===== config.mk =====
export PLATFORM = sky130hd
export DESIGN_NAME = counter_wr_arbiter
export DESIGN_NICKNAME = d
export VERILOG_FILES = /design/src/rtl/counter_wr_arbiter.sv
export SDC_FILE = /design/constraint.sdc
export NUM_CORES = 1
export LEC_CHECK = 0
export BUFFER_PORTS_ARGS = -buffer_cell sky130_fd_sc_hd__buf_2
export CORE_AREA = 5 5 76 147
export DETAILED_ROUTE_END_ITERATION = 10
export DIE_AREA = 0 0 81 152
export PLACE_DENSITY = 0.69
export RECOVER_POWER = 25
export SYNTH_ARGS = -nofsm -noshare
export SYNTH_HDL_FRONTEND = slang
export SYNTH_SLANG_ARGS = --single-unit

===== constraint.sdc =====
create_clock -name clk -period 2.5 [get_ports clk]
set_input_delay 0.25 -clock clk [delete_from_list [all_inputs] [get_ports clk]]
set_output_delay 0.25 -clock clk [all_outputs]
set_load 0.1 [all_outputs]

===== src/rtl/counter_wr_arbiter.sv =====
// Write-port arbiter and interrupt front end for the three-channel counter/timer.
// Three requesters share one registered write port via round-robin arbitration,
// writes to counter channels 0-2 are spaced by a reload guard interval, and the
// asynchronous underflow flags are synchronised into maskable pending bits.
module counter_wr_arbiter #(
    parameter int unsigned GUARD = 4
) (
    input  logic        clk,
    input  logic        rst,
    input  logic [2:0]  req_valid,
    input  logic [5:0]  req_ch,
    input  logic [95:0] req_val,
    output logic [2:0]  req_ready,
    output logic        counter_we,
    output logic [1:0]  counter_ch,
    output logic [31:0] counter_val,
    input  logic        counter0_OUT,
    input  logic        counter1_OUT,
    input  logic        counter2_OUT,
    input  logic [2:0]  irq_en,
    input  logic [2:0]  irq_clr,
    output logic [2:0]  irq_pending,
    output logic        irq
);

    localparam logic [3:0] GUARD_LD = 4'(GUARD);
    localparam logic [1:0] CH_CTRL  = 2'd3;

    // Unpacked per-requester views of the packed request buses
    logic [1:0]  ch_arr  [3];
    logic [31:0] val_arr [3];

    // Guard status per target channel; index 3 (control register) is always free
    logic [3:0]  guard_free;
    logic [2:0]  eligible;

    // Arbitration
    logic [1:0]  last_q, last_d;
    logic [1:0]  cand [3];
    logic [2:0]  grant;
    logic [1:0]  grant_idx;
    logic        xfer;
    logic [1:0]  xfer_ch;
    logic [31:0] xfer_val;

    // Registered write port
    logic        counter_we_q, counter_we_d;
    logic [1:0]  counter_ch_q, counter_ch_d;
    logic [31:0] counter_val_q, counter_val_d;

    // Underflow synchronisers and pending bits
    logic [2:0]  out_raw;
    logic [2:0]  sync1_q, sync1_d;
    logic [2:0]  sync2_q, sync2_d;
    logic [2:0]  dly_q, dly_d;
    logic [2:0]  rise;
    logic [2:0]  pending_q, pending_d;

    // Round-robin successor in the 0..2 ring
    function automatic logic [1:0] inc3(input logic [1:0] x);
        return (x >= 2'd2) ? 2'd0 : x + 2'd1;
    endfunction

    // Per-requester unpacking and eligibility
    for (genvar gi = 0; gi < 3; gi++) begin : g_req
        assign ch_arr[gi]   = req_ch[2*gi +: 2];
        assign val_arr[gi]  = req_val[32*gi +: 32];
        assign eligible[gi] = req_valid[gi] & guard_free[ch_arr[gi]];
    end

    // Per-channel reload guard counters; a new load takes priority over the decrement
    for (genvar gi = 0; gi < 3; gi++) begin : g_guard
        logic [3:0] guard_q, guard_d;
        logic       load;

        assign load = xfer && (xfer_ch == 2'(gi));

        // Next guard value: reload on a transfer to this channel, else count down to zero
        always_comb begin
            guard_d = guard_q;
            if (load) begin
                guard_d = GUARD_LD;
            end else if (guard_q != 4'd0) begin
                guard_d = guard_q - 4'd1;
            end
        end

        // Guard counter register
        always_ff @(posedge clk or posedge rst) begin
            if (rst) begin
                guard_q <= 4'd0;
            end else begin
                guard_q <= guard_d;
            end
        end

        assign guard_free[gi] = (guard_q == 4'd0);
    end
    assign guard_free[3] = 1'b1;

    // Round-robin search starting after the last granted requester; nothing is granted in reset
    always_comb begin
        grant     = 3'b000;
        grant_idx = 2'd0;
        cand[0]   = inc3(last_q);
        cand[1]   = inc3(cand[0]);
        cand[2]   = last_q;
        for (int k = 0; k < 3; k++) begin
            if ((grant == 3'b000) && eligible[cand[k]]) begin
                grant[cand[k]] = 1'b1;
                grant_idx      = cand[k];
            end
        end
        if (rst) begin
            grant = 3'b000;
        end
    end

    assign req_ready = grant;
    assign xfer      = |grant;
    assign xfer_ch   = ch_arr[grant_idx];
    assign xfer_val  = val_arr[grant_idx];

    // Pointer and write-port next state; channel/data hold when idle
    always_comb begin
        last_d        = last_q;
        counter_we_d  = 1'b0;
        counter_ch_d  = counter_ch_q;
        counter_val_d = counter_val_q;
        if (xfer) begin
            last_d        = grant_idx;
            counter_we_d  = 1'b1;
            counter_ch_d  = xfer_ch;
            counter_val_d = xfer_val;
        end
    end

    // Arbitration pointer and registered write port; last resets to 2 so requester 0 leads
    always_ff @(posedge clk or posedge rst) begin
        if (rst) begin
            last_q        <= 2'd2;
            counter_we_q  <= 1'b0;
            counter_ch_q  <= 2'd0;
            counter_val_q <= 32'd0;
        end else begin
            last_q        <= last_d;
            counter_we_q  <= counter_we_d;
            counter_ch_q  <= counter_ch_d;
            counter_val_q <= counter_val_d;
        end
    end

    assign counter_we  = counter_we_q;
    assign counter_ch  = counter_ch_q;
    assign counter_val = counter_val_q;

    assign out_raw = {counter2_OUT, counter1_OUT, counter0_OUT};
    assign rise    = sync2_q & ~dly_q;

    // Synchroniser chain and pending update; a same-cycle set beats the clear
    always_comb begin
        sync1_d   = out_raw;
        sync2_d   = sync1_q;
        dly_d     = sync2_q;
        pending_d = (pending_q & ~irq_clr) | rise;
    end

    // Two-flop synchroniser, edge-detect flop and pending register
    always_ff @(posedge clk or posedge rst) begin
        if (rst) begin
            sync1_q   <= 3'b000;
            sync2_q   <= 3'b000;
            dly_q     <= 3'b000;
            pending_q <= 3'b000;
        end else begin
            sync1_q   <= sync1_d;
            sync2_q   <= sync2_d;
            dly_q     <= dly_d;
            pending_q <= pending_d;
        end
    end

    assign irq_pending = pending_q;
    assign irq         = |(pending_q & irq_en);

endmodule


; Yosys cells after proc, flatten, opt, wreduce, memory -nomap -nowiden
; Index checks and enable logic that the tools add are counted.
[word_totals]
ff_bits = 61
input_bits = 116
out_inout_bits = 42
wordCells = 104
[op_classes]
add_sub_neg = 5
order_cmp = 12
eq_ne = 2
mux = 40
n_bitwise = 12
n_reduce_logical = 22
[op_table]
columns = operator, count
row1 = $bmux 32 s2, 1
row2 = $mux 32, 2
row3 = $mux 4, 6
row4 = $lt 2x3->1 const B, 6
row5 = $mux 2, 7
row6 = $bmux 1 s2, 6
row7 = $logic_not 4->1, 3
row8 = $mux 3, 4
row9 = $reduce_bool 4->1, 3
row10 = $sub 4x1->4 const B, 3
row11 = $mux 1, 10
row12 = $and 3x3->3, 3
row13 = $or 3x3->3, 3
row14 = $logic_and 1x1->1, 8
row15 = $demux 1 s2, 3
row16 = $ge 2x1->1 const B, 3
row17 = $logic_not 3->1, 2
row18 = $not 3->3, 2
row19 = $reduce_bool 2->1, 3
row20 = $reduce_or 3->1, 2
row21 = $add 2x1->2 const B, 2
row22 = $bmux 2 s2, 1
row23 = $ge 2x2->1 const B, 2
row24 = $and 1x1->1, 3
row25 = 5 further kinds, 5

; Logic depth before layout (Yosys ltp)
[depth]
depth_word = 20
mapped_depth = 10
ltp_nobuf = 8

; Worst setup path after synthesis
; OpenSTA, ideal clock, no wires.
[synth_path]
path_type = register to register
startpoint = register g_guard[1].guard_q[0]
endpoint = register last_q[0]
setup_time_ps = 270
arrival_time_ps = 3926
required_ps = 2230
setup_slack_ps = -1696
stages_incl_launch_ff = 10
n_path_buf = 1
period_less_slack_ps = 4196
path_cell_list = dfrtp_1 inv_1 ha_1 nor3b_4 a211o_1 nand3_2 clkbuf_2 o21ai_0 a211oi_1 a211oi_1
[synth_via]
elab_chain_len = 15
word_cells_on_any_way = 30
classes_between = mux: 19 / bitwise: 5 / reduce/logical: 6
[synth_rtl]
columns = item, line_no
row1 = "start, declared", 73  ; logic [3:0] guard_q, guard_d;
row2 = "start signal, assigned", 93  ; guard_q <= guard_d;
row3 = $logic_not 4->1 *, 97  ; assign guard_free[gi] = (guard_q == 4'd0);
row4 = $bmux 1 s2, 68  ; assign eligible[gi] = req_valid[gi] & guard_free[ch_arr[gi]];
row5 = $mux 1 (not written as such), 68
row6 = $and 1x1->1, 68
row7 = $bmux 1 s2, 109  ; if ((grant == 3'b000) && eligible[cand[k]]) begin
row8 = $mux 1 (not written as such), 109
row9 = $mux 3, 109
row10 = $logic_not 3->1, 109
row11 = $logic_and 1x1->1, 109
row12 = $mux 3, 109
row13 = $logic_not 3->1, 109
row14 = $logic_and 1x1->1, 109
row15 = $mux 3 *, 109
row16 = $mux 3 *, 114  ; if (rst) begin
row17 = named net req_ready[0], 13  ; output logic [2:0] req_ready,
row18 = $reduce_or 3->1 *, 120  ; assign xfer = |grant;
row19 = "end signal, assigned", 146  ; last_q <= last_d;
row20 = "end, declared", 38  ; logic [1:0] last_q, last_d;
; The timed path passes the listed nets; every way through them passes the cells marked *. The select of a mux whose other input is x is not followed.
; A chain may end at the register's enable or synchronous reset.

; Worst setup path in the final report
[layout_path]
startpoint = register g_guard[0].guard_q[1]
endpoint = output port req_ready[2]
[layout_via]
elab_chain_len = 14
word_cells_on_any_way = 26
classes_between = mux: 16 / bitwise: 5 / reduce/logical: 5
[layout_rtl]
columns = item, line_no
row1 = "start, declared", 73
row2 = "start signal, assigned", 93
row3 = $logic_not 4->1 *, 97
row4 = $bmux 1 s2, 68
row5 = $mux 1 (not written as such), 68
row6 = $and 1x1->1, 68
row7 = $bmux 1 s2, 109
row8 = $mux 1 (not written as such), 109
row9 = $mux 3, 109
row10 = $logic_not 3->1, 109
row11 = $logic_and 1x1->1, 109
row12 = $mux 3, 109
row13 = $logic_not 3->1, 109
row14 = $logic_and 1x1->1, 109
row15 = $mux 3 *, 109
row16 = $mux 3 *, 114
row17 = "end, declared", 13
; Every way passes the cells marked *; elsewhere a longest branch is shown, timed or not. The select of a mux whose other input is x is not followed.

==> results.py <==
metrics = {
    "detailed_routing": {
        "wire_per_inst_microns": 20.1,
        "drt-initial-drc-count": 265,
        "finalWirelength_mm": 14.0,
        "drc": 0,
        "ant_nets": 0,
        "vias": 4080,
        "drt_first_pass_iters": 5,
        "viasPerCell": 5.84,
    },
    "placement": {
        "io_buffers": 157,
        "place_area_sq_um": 4980,
        "dp_hpwl_mm": 9.94,
        "gp_congestion": 0.808,
        "post-place-cells": 651,
        "dp_slack_ps": -19.9,
    },
    "setup_path": {
        "worst_ep_required_time_ps": 2250,
        "critPathArrivalTime_ps": 2320,
        "end_kind": "output pin",
        "critPathMaxFanout": 6,
        "critPathKind": "reg -> out",
        "critPathLaunchType": "flop",
    },
    "grt": {
        "grt_usage_pct": 22.5,
        "grt_pass1_vias": 4297,
        "overflow": 0,
        "grt_pass1_wl_mm": 21.3,
        "antenna_found_initial": 1,
        "grt_start_max_net_pins": 34,
    },
    "timing": {
        "fin_ws_ps": -67.4,
        "skew_ps": 8.00,
        "post-route-min-period_ps": 2570,
        "rsz0062_at_grt": "yes",
        "slew_headroom_pct": 53.8,
        "hold_viol_final": 0,
        "report.final.slew_viol_count": 0,
        "finalSetupViolations": 4,
        "fin_crit_sh_pct": 103,
        "holdWs_ps": 25.2,
        "tightest_slew_ps": 693,
        "fmax_ghz": 0.390,
    },
    "finish": {
        "stdcell_area_sq_um": 6070,
        "final_cells": 699,
        "nets": 679,
        "syn2layout_area_growth_pct": 58.7,
        "drive_gt1_share_pct": 59.1,
        "fin_util_pct": 60.6,
    },
    "yosys": {
        "synth_top_cell_by_area": "dfrtp_1",
        "avgSynthCellArea_sq_um": 10.3,
        "synth_seq_cells": 61,
        "synth_top_area_share_pct": 39.2,
        "synth_edf_count": 0,
        "synth_area_sq_um": 3830,
        "ys.flop_type": "dfrtp_1",
        "synth_async_sr_flop_share_pct": 100,
        "ys_seq_area_share_pct": 39.9,
        "synth_area_leaders": "dfrtp_1, mux2_2, a2111oi_0, o211ai_1, a31oi_1",
        "postSynthCellCount": 371,
        "syn-num-nets": 492,
        "yosysWarnings": 0,
        "synth_cell_type_count": 58,
    },
    "hold_path": {
        "hp-class": "in -> reg",
    },
    "floorplan": {
        "initial_core_util_pct": 38.2,
        "core_area_sq_um": 10000,
        "num_rows": 52,
        "die_y_microns": 152,
        "die_x_microns": 81,
        "pin_count": 158,
        "die_area_sq_um": 12300,
    },
    "cts": {
        "path_clk_slew_ps": 60,
        "cts-buffers-inserted": 9,
        "cts_hold_buf": 0,
        "cts-root-buf": "clkbuf_16",
        "clock_sinks": 61,
        "clock_path_buffers": 2,
        "cts_tree": "built",
        "cts_max_level": 3,
        "worstSkewPairLatency_ps": 330,
    },
    "status": {
        "status": "finished, violations left",
        "violations": "negative setup slack",
    },
    "pwr": {
        "power-per-cell-area_nw_per_um2": 1440,
        "p_leak_nw": 2.50,
        "ir_worst_vdd_mv": 0.869,
    },
    "flow_run": {
        "maxCapViolCount": 0,
    },
}
[final timing paths]
check	startpoint	endpoint	slack, ps	cells after the start
setup reg to reg	g_guard[0].guard_q[1]$_DFFE_PP0P_	counter_val[2]$_DFFE_PP0P_	-60	10
hold / removal	counter0_OUT	sync1_q[0]$_DFF_PP0_	30	1
setup / recovery	g_guard[0].guard_q[1]$_DFFE_PP0P_	req_ready[2]	-70	9
max in group asynchronous	rst	last_q[1]$_DFFE_PP1P_	1690	3
hold reg to reg	sync1_q[1]$_DFF_PP0_	dly_d[1]$_DFF_PP0_	350	0
min in group asynchronous	rst	counter_we$_DFF_PP0_	140	2
[cell usage after synthesis, types with 2 or more instances]
library cell	number
dfrtp_1	60
a31oi_1	36
o211ai_1	33
a2111oi_0	32
mux2_2	32
o21ai_0	27
clkbuf_1	22
inv_1	19
nor2_1	8
o21ai_1	7
ha_1	5
nand2b_1	5
a21o_1	4
a21oi_1	4
buf_2	4
buf_6	4
clkbuf_2	4
nor3_1	4
or3_1	4
xnor2_1	4
buf_4	3
nand2_1	3
o22ai_1	3
a211o_1	2
a211oi_1	2
a31o_1	2
a31oi_4	2
nor4b_2	2
nor4bb_2	2
o21ai_2	2
o31a_1	2
o32ai_2	2
[layout by cell type (no fill, tap or decap), types with 3 or more instances in the layout]
cell / count
buf_2: 154
dfrtp_1: 60
buf_4: 40
a31oi_1: 36
o211ai_1: 33
mux2_2: 31
o21ai_0: 18
a2111oi_2: 17
o21ai_1: 15
inv_1: 13
a2111oi_4: 12
buf_12: 12
clkbuf_16: 9
nor2_1: 6
inv_2: 6
buf_6: 6
nand2b_1: 4
xnor2_1: 4
a21o_1: 4
clkinv_4: 4
a2111oi_0: 3
o22ai_1: 3
a21oi_1: 3
or3_1: 3
nor3_1: 3
ha_4: 3
[what timing repair did]
item | in CTS | in global routing
gates resized for setup | 35 | 81
buffers inserted | 17 | 14
pin swaps | 20 | 13
endpoints found under the setup margin | 9 | 44
[cells by family after synthesis]
kind of cell | Yosys count | share of synthesized area [%]
DFF | 61 | 39.9
AOI/OAI and AO/OA | 170 | 33.1
and+or+nand+nor | 41 | 7.75
buffers and inverters | 56 | 6.83
xor gates and xnor gates | 5 | 1.14
muxes | 33 | 9.68
adders and majority gates | 5 | 1.63
[where the power goes]
| part | internal [mW] | switching [mW] | total (mW) | leakage (nW) |
|---|---|---|---|---|
| registers | 1.41 | 0.381 | 1.80 | 0.717 |
| clock network | 0.877 | 0.467 | 1.34 | 0.160 |
| logic | 1.66 | 3.96 | 5.62 | 1.62 |
[worst max-delay path, stage by stage (launching register included)]
cell,delay [ps]
dfrtp_1,360
inv_2,60
ha_4,170
nor4b_4,130
o32ai_2,380
o21ai_2,120
a211o_1,340
buf_8,150
nor2_4,110
buf_12,180
[per-layer routing]
layer | GRT usage, % | up-vias | routed length, microns
met4 | 13.3 | 0 | 566
met3 | 4.21 | 41 | 848
met2 | 39.0 | 207 | 7660
met5 | 0 | - | 0
met1 | 24.6 | 1971 | 4970
li1 | - | 1861 | -
[layout make-up]
| cell class | instances | area (sq um) |
|---|---|---|
| antenna | 1 | 2.50 |
| multi-input combinational | 254 | 2580 |
| fill | 870 | 3950 |
| timing repair buffer | 213 | 1390 |
| clock inverter | 7 | 100 |
| inverter | 19 | 71.3 |
| sequential | 61 | 1530 |
| tap | 135 | 169 |
| clock buffer | 9 | 225 |
[state kept, by name, indices dropped and copies added (netlist names)]
name             flops
g_guard.guard_q     12
last_q               2
irq_pending          3
sync1_q              3
counter_we           1
dly_q                3
counter_ch           2
counter_val         32
dly_d                3
[through the flow]
stage	TNS (ps)	total power, mW
6_report	-166	8.76
5_1_grt	-890	9.11
4_1_cts	-610	8.27
3_5_place_dp	-39.4	6.63
3_3_place_gp	0	6.52
2_1_floorplan	-179	5.56
Note: power is estimated with default switching activity, not from simulation.
